File: config.mk
export PLATFORM = sky130hd
export DESIGN_NAME = fn_cache_flat
export DESIGN_NICKNAME = d
export VERILOG_FILES = /design/src/rtl/fn_cache_if.sv /design/src/rtl/fn_cache.sv /design/src/flat_wrapper.sv
export SDC_FILE = /design/constraint.sdc
export NUM_CORES = 1
export LEC_CHECK = 0
export ABC_AREA = 1
export CORE_MARGIN = 8
export CORE_UTILIZATION = 45
export CTS_CLUSTER_SIZE = 14
export DETAILED_ROUTE_END_ITERATION = 6
export GPL_ROUTABILITY_DRIVEN = 0
export PLACE_DENSITY = 0.71
export SETUP_SLACK_MARGIN = 0.5
export SYNTH_ARGS = -nofsm -noshare
export SYNTH_HDL_FRONTEND = slang
export SYNTH_SLANG_ARGS = --single-unit
export TNS_END_PERCENT = 5
File: constraint.sdc
create_clock -name CLK -period 5.33 [get_ports CLK]
set_input_delay 1.066 -clock CLK [delete_from_list [all_inputs] [get_ports CLK]]
set_output_delay 1.066 -clock CLK [all_outputs]
set_load 0.01 [all_outputs]
File: src/rtl/fn_cache_if.sv
// rtl/fn_cache_if.sv - client and memory handshake bundle for fn_cache
//
// Purpose: groups the client request/response channel and the memory
// address/data/receive channel used by fn_cache.
// Modports:
//   slave  - the cache side: responder to the client, initiator to memory.
//   master - the environment side: client plus memory.
// Signals:
//   REQ_ADDR_VALID/REQ_ADDR/REQ_DATA_VALID/REQ_DATA/REQ_READY  client request
//   RESP_VALID/RESP_DATA/RESP_READY                            client read response
//   MEM_ADDR_VALID/MEM_ADDR/MEM_DATA_VALID/MEM_DATA/MEM_READY  memory request
//   MEM_RECV_VALID/MEM_RECV_DATA/MEM_RECV_READY                memory read data
interface fn_cache_if;
    logic        REQ_ADDR_VALID;
    logic [31:0] REQ_ADDR;
    logic        REQ_DATA_VALID;
    logic [31:0] REQ_DATA;
    logic        REQ_READY;
    logic        RESP_VALID;
    logic [31:0] RESP_DATA;
    logic        RESP_READY;
    logic        MEM_ADDR_VALID;
    logic [31:0] MEM_ADDR;
    logic        MEM_DATA_VALID;
    logic [31:0] MEM_DATA;
    logic        MEM_READY;
    logic        MEM_RECV_VALID;
    logic [31:0] MEM_RECV_DATA;
    logic        MEM_RECV_READY;

    modport slave (
        input  REQ_ADDR_VALID, REQ_ADDR, REQ_DATA_VALID, REQ_DATA, RESP_READY,
               MEM_READY, MEM_RECV_VALID, MEM_RECV_DATA,
        output REQ_READY, RESP_VALID, RESP_DATA, MEM_ADDR_VALID, MEM_ADDR,
               MEM_DATA_VALID, MEM_DATA, MEM_RECV_READY
    );

    modport master (
        output REQ_ADDR_VALID, REQ_ADDR, REQ_DATA_VALID, REQ_DATA, RESP_READY,
               MEM_READY, MEM_RECV_VALID, MEM_RECV_DATA,
        input  REQ_READY, RESP_VALID, RESP_DATA, MEM_ADDR_VALID, MEM_ADDR,
               MEM_DATA_VALID, MEM_DATA, MEM_RECV_READY
    );
endinterface

File: src/rtl/fn_cache.sv
// rtl/fn_cache.sv - direct-mapped word cache between function_expander and memory
//
// Purpose: serves repeated function-descriptor reads from local storage.
// Read misses are filled from memory; writes go through to memory and only
// update a line that already holds the same tag. One transaction at a time.
// Ports:
//   CLK    clock
//   RST    synchronous active-high reset; returns to idle, invalidates all lines
//   FLUSH  pulse; invalidates all lines at the next idle edge
//   bus    fn_cache_if.slave: client request/response and memory channels
module fn_cache #(
    parameter int IDX_BITS = 4
) (
    input  logic       CLK,
    input  logic       RST,
    input  logic       FLUSH,
    fn_cache_if.slave  bus
);
    localparam int TAG_BITS = 30 - IDX_BITS;
    localparam int LINES    = 1 << IDX_BITS;

    typedef enum logic [2:0] {
        S_IDLE,
        S_LOOKUP,
        S_MISS_SEND,
        S_MISS_RECV,
        S_RESP,
        S_WRITE
    } state_t;

    state_t              state_q, state_d;
    logic                flush_pend_q, flush_pend_d;
    logic [31:0]         addr_q, addr_d;
    logic [31:0]         wdata_q, wdata_d;
    logic [LINES-1:0]    valid_q, valid_d;

    logic                req_ready_q, req_ready_d;
    logic                resp_valid_q, resp_valid_d;
    logic [31:0]         resp_data_q, resp_data_d;
    logic                mem_addr_valid_q, mem_addr_valid_d;
    logic [31:0]         mem_addr_q, mem_addr_d;
    logic                mem_data_valid_q, mem_data_valid_d;
    logic [31:0]         mem_data_q, mem_data_d;
    logic                mem_recv_ready_q, mem_recv_ready_d;

    // Line tags and words carry no reset; the valid bits alone gate hits.
    logic [TAG_BITS-1:0] tag_mem  [LINES];
    logic [31:0]         word_mem [LINES];

    logic [IDX_BITS-1:0] idx;
    logic [TAG_BITS-1:0] tag;
    logic                hit;
    logic                flush_do;
    logic                word_we;
    logic                tag_we;
    logic [31:0]         word_wdata;

    assign idx = addr_q[IDX_BITS+1:2];
    assign tag = addr_q[31:IDX_BITS+2];
    assign hit = valid_q[idx] && (tag_mem[idx] == tag);

    // A pending flush is serviced only from idle, so a fill in progress
    // always completes before its line can be invalidated.
    assign flush_do = (state_q == S_IDLE) && flush_pend_q;

    always_comb begin
        state_d      = state_q;
        flush_pend_d = flush_pend_q || FLUSH;
        addr_d       = addr_q;
        wdata_d      = wdata_q;
        valid_d      = valid_q;
        resp_data_d  = resp_data_q;
        word_we      = 1'b0;
        tag_we       = 1'b0;
        word_wdata   = 32'h0;

        if (flush_do) begin
            valid_d      = '0;
            flush_pend_d = FLUSH;
        end

        unique case (state_q)
            S_IDLE: begin
                if (bus.REQ_ADDR_VALID && req_ready_q) begin
                    // Masking reads every address bit while keeping the
                    // latched byte offset at zero for the memory address.
                    addr_d  = bus.REQ_ADDR & 32'hFFFF_FFFC;
                    wdata_d = bus.REQ_DATA;
                    state_d = bus.REQ_DATA_VALID ? S_WRITE : S_LOOKUP;
                end
            end
            S_LOOKUP: begin
                if (hit) begin
                    resp_data_d = word_mem[idx];
                    state_d     = S_RESP;
                end else begin
                    state_d = S_MISS_SEND;
                end
            end
            S_MISS_SEND: begin
                if (bus.MEM_READY && mem_addr_valid_q) begin
                    state_d = S_MISS_RECV;
                end
            end
            S_MISS_RECV: begin
                if (bus.MEM_RECV_VALID && mem_recv_ready_q) begin
                    word_we      = 1'b1;
                    tag_we       = 1'b1;
                    word_wdata   = bus.MEM_RECV_DATA;
                    valid_d[idx] = 1'b1;
                    resp_data_d  = bus.MEM_RECV_DATA;
                    state_d      = S_RESP;
                end
            end
            S_RESP: begin
                if (bus.RESP_READY && resp_valid_q) begin
                    state_d = S_IDLE;
                end
            end
            S_WRITE: begin
                if (bus.MEM_READY && mem_addr_valid_q) begin
                    // Write-through, no-allocate: only a matching line is updated.
                    if (hit) begin
                        word_we    = 1'b1;
                        word_wdata = wdata_q;
                    end
                    state_d = S_IDLE;
                end
            end
            default: state_d = S_IDLE;
        endcase

        // Outputs are registered from the next state so every valid is held
        // with stable data until its transfer. REQ_READY is withheld for the
        // idle cycle in which a pending flush is applied.
        req_ready_d      = (state_d == S_IDLE) && !flush_pend_d;
        resp_valid_d     = (state_d == S_RESP);
        mem_recv_ready_d = (state_d == S_MISS_RECV);
        mem_addr_valid_d = (state_d == S_MISS_SEND) || (state_d == S_WRITE);
        mem_data_valid_d = (state_d == S_WRITE);
        mem_addr_d       = mem_addr_valid_d ? addr_d : 32'h0;
        mem_data_d       = mem_data_valid_d ? wdata_d : 32'h0;
    end

    always_ff @(posedge CLK) begin
        if (RST) begin
            state_q          <= S_IDLE;
            flush_pend_q     <= 1'b0;
            addr_q           <= 32'h0;
            wdata_q          <= 32'h0;
            valid_q          <= '0;
            req_ready_q      <= 1'b0;
            resp_valid_q     <= 1'b0;
            resp_data_q      <= 32'h0;
            mem_addr_valid_q <= 1'b0;
            mem_addr_q       <= 32'h0;
            mem_data_valid_q <= 1'b0;
            mem_data_q       <= 32'h0;
            mem_recv_ready_q <= 1'b0;
        end else begin
            state_q          <= state_d;
            flush_pend_q     <= flush_pend_d;
            addr_q           <= addr_d;
            wdata_q          <= wdata_d;
            valid_q          <= valid_d;
            req_ready_q      <= req_ready_d;
            resp_valid_q     <= resp_valid_d;
            resp_data_q      <= resp_data_d;
            mem_addr_valid_q <= mem_addr_valid_d;
            mem_addr_q       <= mem_addr_d;
            mem_data_valid_q <= mem_data_valid_d;
            mem_data_q       <= mem_data_d;
            mem_recv_ready_q <= mem_recv_ready_d;
        end
    end

    always_ff @(posedge CLK) begin
        if (!RST) begin
            if (word_we) begin
                word_mem[idx] <= word_wdata;
            end
            if (tag_we) begin
                tag_mem[idx] <= tag;
            end
        end
    end

    assign bus.REQ_READY      = req_ready_q;
    assign bus.RESP_VALID     = resp_valid_q;
    assign bus.RESP_DATA      = resp_data_q;
    assign bus.MEM_ADDR_VALID = mem_addr_valid_q;
    assign bus.MEM_ADDR       = mem_addr_q;
    assign bus.MEM_DATA_VALID = mem_data_valid_q;
    assign bus.MEM_DATA       = mem_data_q;
    assign bus.MEM_RECV_READY = mem_recv_ready_q;
endmodule
File: src/flat_wrapper.sv
// flat-port wrapper written by rule: the top's interface ports become plain ports
module fn_cache_flat 
#(
    parameter int IDX_BITS = 4
)
  (CLK, RST, FLUSH, bus_REQ_ADDR_VALID, bus_REQ_ADDR, bus_REQ_DATA_VALID, bus_REQ_DATA, bus_RESP_READY, bus_MEM_READY, bus_MEM_RECV_VALID, bus_MEM_RECV_DATA, bus_REQ_READY, bus_RESP_VALID, bus_RESP_DATA, bus_MEM_ADDR_VALID, bus_MEM_ADDR, bus_MEM_DATA_VALID, bus_MEM_DATA, bus_MEM_RECV_READY);
  fn_cache_if bus_i ();
  input  logic CLK;
  input  logic RST;
  input  logic FLUSH;
  input wire logic [$bits(bus_i.REQ_ADDR_VALID)-1:0] bus_REQ_ADDR_VALID;
  input wire logic [$bits(bus_i.REQ_ADDR)-1:0] bus_REQ_ADDR;
  input wire logic [$bits(bus_i.REQ_DATA_VALID)-1:0] bus_REQ_DATA_VALID;
  input wire logic [$bits(bus_i.REQ_DATA)-1:0] bus_REQ_DATA;
  input wire logic [$bits(bus_i.RESP_READY)-1:0] bus_RESP_READY;
  input wire logic [$bits(bus_i.MEM_READY)-1:0] bus_MEM_READY;
  input wire logic [$bits(bus_i.MEM_RECV_VALID)-1:0] bus_MEM_RECV_VALID;
  input wire logic [$bits(bus_i.MEM_RECV_DATA)-1:0] bus_MEM_RECV_DATA;
  output wire logic [$bits(bus_i.REQ_READY)-1:0] bus_REQ_READY;
  output wire logic [$bits(bus_i.RESP_VALID)-1:0] bus_RESP_VALID;
  output wire logic [$bits(bus_i.RESP_DATA)-1:0] bus_RESP_DATA;
  output wire logic [$bits(bus_i.MEM_ADDR_VALID)-1:0] bus_MEM_ADDR_VALID;
  output wire logic [$bits(bus_i.MEM_ADDR)-1:0] bus_MEM_ADDR;
  output wire logic [$bits(bus_i.MEM_DATA_VALID)-1:0] bus_MEM_DATA_VALID;
  output wire logic [$bits(bus_i.MEM_DATA)-1:0] bus_MEM_DATA;
  output wire logic [$bits(bus_i.MEM_RECV_READY)-1:0] bus_MEM_RECV_READY;
  assign bus_i.REQ_ADDR_VALID = bus_REQ_ADDR_VALID;
  assign bus_i.REQ_ADDR = bus_REQ_ADDR;
  assign bus_i.REQ_DATA_VALID = bus_REQ_DATA_VALID;
  assign bus_i.REQ_DATA = bus_REQ_DATA;
  assign bus_i.RESP_READY = bus_RESP_READY;
  assign bus_i.MEM_READY = bus_MEM_READY;
  assign bus_i.MEM_RECV_VALID = bus_MEM_RECV_VALID;
  assign bus_i.MEM_RECV_DATA = bus_MEM_RECV_DATA;
  assign bus_REQ_READY = bus_i.REQ_READY;
  assign bus_RESP_VALID = bus_i.RESP_VALID;
  assign bus_RESP_DATA = bus_i.RESP_DATA;
  assign bus_MEM_ADDR_VALID = bus_i.MEM_ADDR_VALID;
  assign bus_MEM_ADDR = bus_i.MEM_ADDR;
  assign bus_MEM_DATA_VALID = bus_i.MEM_DATA_VALID;
  assign bus_MEM_DATA = bus_i.MEM_DATA;
  assign bus_MEM_RECV_READY = bus_i.MEM_RECV_READY;
  fn_cache #(.IDX_BITS(IDX_BITS)) u_core (.CLK(CLK), .RST(RST), .FLUSH(FLUSH), .bus(bus_i));
endmodule
==> impl_metrics.py, run 1 <==
metrics = {
    "status": {
        "status": "finished clean",
    },
    "pwr": {
        "peakVddDrop_mv": 0.278,
        "power_frac_comb_pct": 5.2,
        "switching_share_pct": 21.6,
        "power_density_nw_per_um2": 352,
        "leakagePower_nw": 19.4,
        "pwr-share-clk_pct": 42.6,
        "netSwitchingPower_mw": 3.91,
        "intPower_mw": 14.2,
        "p_total_mw": 18.1,
        "pwr-share-seq_pct": 52.2,
    },
    "drt": {
        "drtPass1Iterations": 5,
        "wl_per_cell_um": 22.6,
        "viasPerCell": 5.57,
        "first_iter_violations": 3257,
        "vias": 29200,
        "wirelength_um": 119000,
        "drc": 0,
        "ant_nets": 0,
    },
    "finish": {
        "nNetsFinal": 3982,
        "drive_gt1_share_pct": 9.65,
        "fill_cells": 7926,
        "seqCellArea_sq_um": 31600,
        "final_core_util_pct": 53.4,
        "multiInputGateArea_sq_um": 11000,
        "syn2layout_area_growth_pct": 17.8,
    },
    "critical_path": {
        "reg2reg_slack_ns": 1.02,
        "reg2reg_from": "u_core.addr_q[2]",
        "reg2reg_depth": 16,
        "cp-start-kind": "flip-flop",
        "cp_max_fo": 38,
        "arrival_ns": 4.68,
        "cp-end-kind": "flip-flop",
        "crit_type": "flip-flop to flip-flop",
        "rr_endpoint": "u_core.word_mem[0][6]",
        "cp.required_ns": 5.70,
    },
    "synthesis": {
        "synthTopCellsByCount": "1,168 x nand2_1, 928 x edfxtp_1, 262 x a22oi_1",
        "yosys_register_bits": 1113,
        "synth-edff-count": 928,
        "yosys.area_share.simple_pct": 14.4,
        "synth_area_leaders": "edfxtp_1 64%, nand2_1 10%, dfxtp_1 8.5%",
        "yosys.area.top_type": "edfxtp_1",
        "seq_area_frac_synth_pct": 72.3,
        "syn-num-nets": 3766,
        "synth_top_flop_cell": "edfxtp_1",
        "synth_xor_area_share_pct": 0,
        "syn_inst": 3662,
        "synthAdderAreaFrac_pct": 0,
        "synth.mux.area_fraction_pct": 0.845,
        "synth_top_family_by_area": "simple AND/OR/NAND/NOR gates",
        "yosys.area.top_type_share_pct": 63.8,
        "syn_area_per_cell_sq_um": 11.9,
        "synth-async-reset-ratio_pct": 0,
        "synth_area_sq_um": 43700,
        "synth.distinct_cells": 35,
        "synth_compound_area_share_pct": 9.18,
        "synth_most_common_cell": "nand2_1",
        "synth_warnings": 0,
    },
    "worst_hold_path": {
        "hp-class": "flip-flop to flip-flop",
        "min-delay-start": "u_core.addr_q[0]",
        "holdPathStages": 2,
        "min_to": "u_core.addr_q[0]",
    },
    "timing": {
        "fin_crit_ns": 4.31,
        "timing.final.crit_share_pct": 80.9,
        "grt_setup_unrepaired": "no",
        "setup_viol": 0,
        "worstMarginPinSlew_ns": 1.09,
        "fin_worst_skew_ns": 0.0315,
        "final_hold_viol_count": 0,
        "fin_setup_tns_ns": 0,
        "drv_slew": 0,
        "timing.fmax_mhz": 232,
        "slew_headroom_pct": 27.4,
    },
    "global_routing": {
        "grt_max_degree": 95,
        "grt_pass1_vias": 28000,
        "antenna_found_initial": 4,
        "grt_overflow": 0,
        "grt_pass1_wl_um": 175000,
        "grt_use_total_pct": 21.4,
    },
    "die": {
        "core_sq_um": 96400,
        "die-area_sq_um": 107000,
        "die_w_um": 328,
        "pin_count": 205,
        "initial_utilization_pct": 45.3,
        "die_y_um": 328,
        "num_rows": 114,
    },
    "clocking": {
        "h-tree-depth": 3,
        "path_clk_slew_ns": 0.06,
        "cts_tree": "done",
        "numCtsBuffers": 107,
        "hold_buffers": 0,
        "clock_sinks": 1113,
        "clk_latency_ns": 0.69,
        "cts_buffer_depth": 3,
        "clockRootBuffer": "clkbuf_16",
        "postCtsSetupRepairBufs": 0,
        "cts_resized": 0,
    },
    "placed_design": {
        "io_buffers": 202,
        "dp_hpwl_um": 64700,
    },
    "job": {
        "maxCapViolCount": 0,
    },
}
## sequential cells by signal, summed over array words and instances (netlist names), 3 cells and up
| register | cells |
|---|---|
| u_core.valid_q | 16 |
| u_core.addr_q | 32 |
| u_core.wdata_q | 32 |
| u_core.word_mem | 512 |
| u_core.state_q | 3 |
| u_core.tag_mem | 416 |
| u_core.bus.MEM_ADDR | 32 |
| u_core.bus.MEM_DATA | 32 |
| u_core.bus.RESP_DATA | 32 |
## cells by family (layout without fill, tap and decap cells)
group | after synthesis | after routing
buf+inv | 335 | 641
other cells | 0 | 2
simple gates | 1575 | 1575
compound gates | 606 | 606
flops | 1113 | 1113
mux | 33 | 33
## final cells by class
type	instances	share of cell area, %
repair buffers	317	6.21
well taps	1276	3.10
diodes	2	0.00973
inverters	125	0.929
flip-flops and latches	1113	61.4
clock buffers	138	5.59
multi-input cells	2214	21.4
clock inverters	61	1.36
## critical path: stages, from the launching register on
cell	delay, ns
dfxtp_4	0.56
buf_4	0.34
nor2_4	0.08
buf_12	0.18
a22oi_1	0.20
nand2_1	0.07
nand2_1	0.06
nand2_1	0.06
nor2_1	0.33
nand4_1	0.16
nor2_1	0.12
nand2_1	0.06
nor2_1	0.32
and2_1	0.26
nand3_2	0.32
a21oi_4	0.58
buf_12	0.26
## power groups by stage
stage	Combinational, mW	Sequential (mW)	Clock [mW]
global route	1.02	9.46	8.11
detailed placement	0.917	9.64	0
finish	0.935	9.46	7.71
global placement	0.909	9.64	0
CTS	0.926	9.46	7.79
floorplan	0.571	9.61	0
## worst max path at each step
| stage | from | endpoint | slack (ns) | cells after the start |
|---|---|---|---|---|
| 2_1_floorplan | u_core.addr_q[2] | u_core.word_mem[0][0] | 1.20 | 21 |
| 3_3_place_gp | u_core.addr_q[2] | u_core.word_mem[0][6] | 1.08 | 18 |
| 4_1_cts | u_core.addr_q[2] | u_core.word_mem[0][6] | 1.02 | 18 |
| 6_report | u_core.addr_q[2] | u_core.word_mem[0][6] | 1.02 | 16 |
| 5_1_grt | u_core.addr_q[2] | u_core.word_mem[0][0] | 0.74 | 18 |
| 3_5_place_dp | u_core.addr_q[2] | u_core.word_mem[0][6] | 1.05 | 16 |
## layout by cell type, fill, tap and decap left out, types with 3 or more instances in the layout
cell / netlist / layout
nor3_1: 26 / 26
mux2_2: 31 / 31
o21ai_1: 14 / 14
nor4_1: 15 / 15
nand3_1: 49 / 48
nand3_2: 2 / 3
clkbuf_1: 106 / 25
nand2_1: 1168 / 1165
inv_1: 120 / 118
a21boi_0: 60 / 60
a21oi_1: 96 / 80
a22oi_1: 262 / 262
nor2_4: 1 / 23
clkdlybuf4s50_1: 0 / 201
o22ai_1: 32 / 32
nand3b_1: 36 / 36
buf_4: 6 / 91
inv_6: 0 / 3
nand4_1: 9 / 9
inv_2: 3 / 4
clkinv_2: 0 / 16
edfxtp_1: 928 / 928
nand2_2: 1 / 3
nor2_1: 235 / 217
clkbuf_16: 0 / 109
dfxtp_1: 185 / 183
clkbuf_8: 0 / 4
nor2_2: 32 / 28
clkinv_1: 1 / 24
a31o_2: 3 / 3
o21ai_0: 107 / 107
bufinv_16: 0 / 15
a22o_1: 18 / 18
a21oi_4: 0 / 16
buf_12: 0 / 25
o32ai_1: 13 / 13
## metal layers
metal  share of wire, %  vias up  global-route usage, %
met3                9.6      216                   3.94
met4                2.9        6                   6.78
met5              0.035        -                      0
li1                   -    13300                      -
met2                 47     1497                   34.7
met1                 40    14200                   29.1
## through the flow
| stage | instances | hold slack [ns] | setup WS [ns] | cell area [sq um] |
|---|---|---|---|---|
| finish | 5246 | 0.458 | 1.02 | 51500 |
| global route | 5244 | 0.492 | 0.744 | 51500 |
| CTS | 5244 | 0.458 | 1.02 | 51500 |
| detailed placement | 5045 | 0.446 | 1.05 | 47900 |
| global placement | 5045 | 0.436 | 1.08 | 47900 |
| floorplan | 3662 | 0.427 | 1.20 | 43700 |
Power figures use the tool's default switching activity.
==> run 2, diff against run 1 <==
==> constraint.sdc (replaced) <==
create_clock -name CLK -period 4.3 [get_ports CLK]
set_input_delay 0.86 -clock CLK [delete_from_list [all_inputs] [get_ports CLK]]
set_output_delay 0.86 -clock CLK [all_outputs]
set_load 0.01 [all_outputs]
==> run 2 against run 1 <==
Compared with the run above:
- critical path depth down 3
- flip-flop and latch count unchanged
- hold slack got worse by 0.0070 ns
- core utilization grew 0.31 points
- global-route usage decreased by 0.37 points
- non-clock buffer count up 7
- clock skew is 0.0056 ns lower
- via count decreased by 0.16%
- sequential share of layout area shrank 0.35 points
- critical endpoint is now u_core.word_mem[1][9]
- highest routed layer unchanged
==> impl_metrics.py, run 2 (synthesis results as in run 1) <==
metrics = {
    "timing": {
        "fin_crit_ns": 3.97,
        "final_hold_viol_count": 0,
        "fin_worst_skew_ns": 0.0259,
        "timing.final.crit_share_pct": 92.4,
        "drv_slew": 0,
        "slew_headroom_pct": 24.4,
        "worstMarginPinSlew_ns": 1.13,
        "fin_setup_tns_ns": 0,
        "timing.fmax_mhz": 252,
        "setup_viol": 0,
        "grt_setup_unrepaired": "yes",
    },
    "drt": {
        "wl_per_cell_um": 22.4,
        "viasPerCell": 5.55,
        "wirelength_um": 118000,
        "vias": 29200,
        "ant_nets": 0,
        "drc": 0,
        "drtPass1Iterations": 5,
        "first_iter_violations": 3370,
    },
    "placed_design": {
        "io_buffers": 202,
        "dp_cells": 5046,
        "dp_hpwl_um": 66600,
    },
    "finish": {
        "n_antenna_cell": 0,
        "largest_register_ffs": 512,
        "final_common_cell": "nand2_1",
        "instances_no_fill": 5253,
        "largest_register": "u_core.word_mem",
        "drive_gt1_share_pct": 10.6,
        "syn2layout_area_growth_pct": 18.5,
        "reg_top3": "u_core.word_mem x512, u_core.tag_mem x416",
        "nNetsFinal": 3990,
        "final_cell_mix": "1,165 x nand2_1, 928 x edfxtp_1, 262 x a22oi_1",
    },
    "pwr": {
        "peakVddDrop_mv": 0.355,
        "leakagePower_nw": 19.5,
        "p_total_mw": 22.1,
        "power_density_nw_per_um2": 426,
    },
    "clocking": {
        "clockRootBuffer": "clkbuf_16",
        "clk_latency_ns": 0.69,
        "h-tree-depth": 3,
        "path_clk_slew_ns": 0.06,
        "cts_tree": "done",
        "clock_sinks": 1113,
        "numCtsBuffers": 107,
        "cts_buffer_depth": 3,
    },
    "global_routing": {
        "grt_pass1_wl_um": 173000,
        "antenna_found_initial": 2,
        "grt_overflow": 0,
        "grt_use_total_pct": 21.0,
        "grt_max_degree": 87,
        "grt_pass1_vias": 27700,
    },
    "die": {
        "initial_utilization_pct": 45.3,
        "pin_count": 205,
        "die_y_um": 328,
        "num_rows": 114,
        "die_w_um": 328,
        "die-area_sq_um": 107000,
        "core_sq_um": 96400,
    },
    "critical_path": {
        "cp-end-kind": "flip-flop",
        "reg2reg_from": "u_core.addr_q[5]",
        "cp-start-kind": "flip-flop",
        "reg2reg_depth": 13,
        "crit_type": "flip-flop to flip-flop",
        "cp_max_fo": 16,
        "crit_path_cell_trace": "nor2_2 > nand2_1 > nand2_1 > o21ai_0 > nand2_1 > nand2_1 > nor2_1 > nand2_1 > nor2_1 > and2_1 > nand2_1 > buf_12 > o22ai_1",
        "critPathMostFrequentCell": "nand2_1",
        "cp_slowest_cell": "nor2_2",
        "rr_endpoint": "u_core.word_mem[1][9]",
        "cp.required_ns": 4.64,
        "max_stage_delay_ns": 0.85,
        "reg2reg_slack_ns": 0.33,
        "arrival_ns": 4.32,
    },
    "worst_hold_path": {
        "hp-class": "flip-flop to flip-flop",
        "holdPathStages": 2,
        "min-delay-start": "u_core.addr_q[0]",
        "min_to": "u_core.addr_q[0]",
    },
    "job": {
        "maxCapViolCount": 0,
    },
    "status": {
        "status": "finished clean",
    },
}
[run 2: routing by layer]
| layer | vias up | track usage [%] | wire (um) |
|---|---|---|---|
| met2 | 1434 | 33.7 | 55400 |
| met1 | 14200 | 28.7 | 48700 |
| met4 | 4 | 6.94 | 3620 |
| met5 | - | 0 | 22 |
| met3 | 228 | 4.11 | 10100 |
| li1 | 13400 | - | - |
[run 2: stage by stage]
stage          utilization (%)  cell area [sq um]  setup WS [ns]  hold WS [ns]
6_report                  53.7              51800          0.328         0.451
5_1_grt                   53.7              51800          0.118         0.466
4_1_cts                   53.4              51500          0.134         0.452
3_5_place_dp              49.8              48000          0.159         0.441
3_3_place_gp              49.8              48000          0.158         0.439
2_1_floorplan                -              43700          0.166         0.427
[run 2: how the worst max path moves through the flow]
stage,startpoint,to,slack [ns],depth (start not counted)
2_1_floorplan,u_core.addr_q[2],u_core.word_mem[0][0],0.17,21
6_report,u_core.addr_q[5],u_core.word_mem[1][9],0.33,13
4_1_cts,u_core.addr_q[4],u_core.word_mem[15][16],0.13,14
3_5_place_dp,u_core.addr_q[4],u_core.word_mem[10][27],0.16,14
3_3_place_gp,u_core.addr_q[4],u_core.word_mem[6][1],0.16,14
5_1_grt,u_core.addr_q[2],u_core.word_mem[4][9],0.12,18
[run 2: layout make-up]
type | count | area (sq um)
flip-flops and latches | 1113 | 31600
multi-input cells | 2215 | 11300
clock inverters | 45 | 343
fillers | 7911 | 44700
repair buffers | 324 | 3440
inverters | 125 | 478
well taps | 1276 | 1600
clock buffers | 155 | 3070
[run 2: power breakdown]
group / leakage [nW] / internal (mW) / switching [mW]
Combinational: 6.48 / 0.382 / 0.825
Sequential: 11.3 / 11.6 / 0.0927
Clock: 1.67 / 5.19 / 3.95
[run 2: worst max-delay path, delay by kind of cell (launching register included)]
| kind | cells | cell delay, ns |
|---|---|---|
| simple gates | 10 | 2.12 |
| compound gates | 2 | 0.88 |
| flops | 1 | 0.40 |
| buf+inv | 1 | 0.19 |
[run 2: timing repair]
item,in CTS,in global routing
cloned,0,1
setup endpoints to repair,496,1021
pin swaps,0,4
resized for setup,2,34
hold buffers,0,0
buffers inserted,0,6
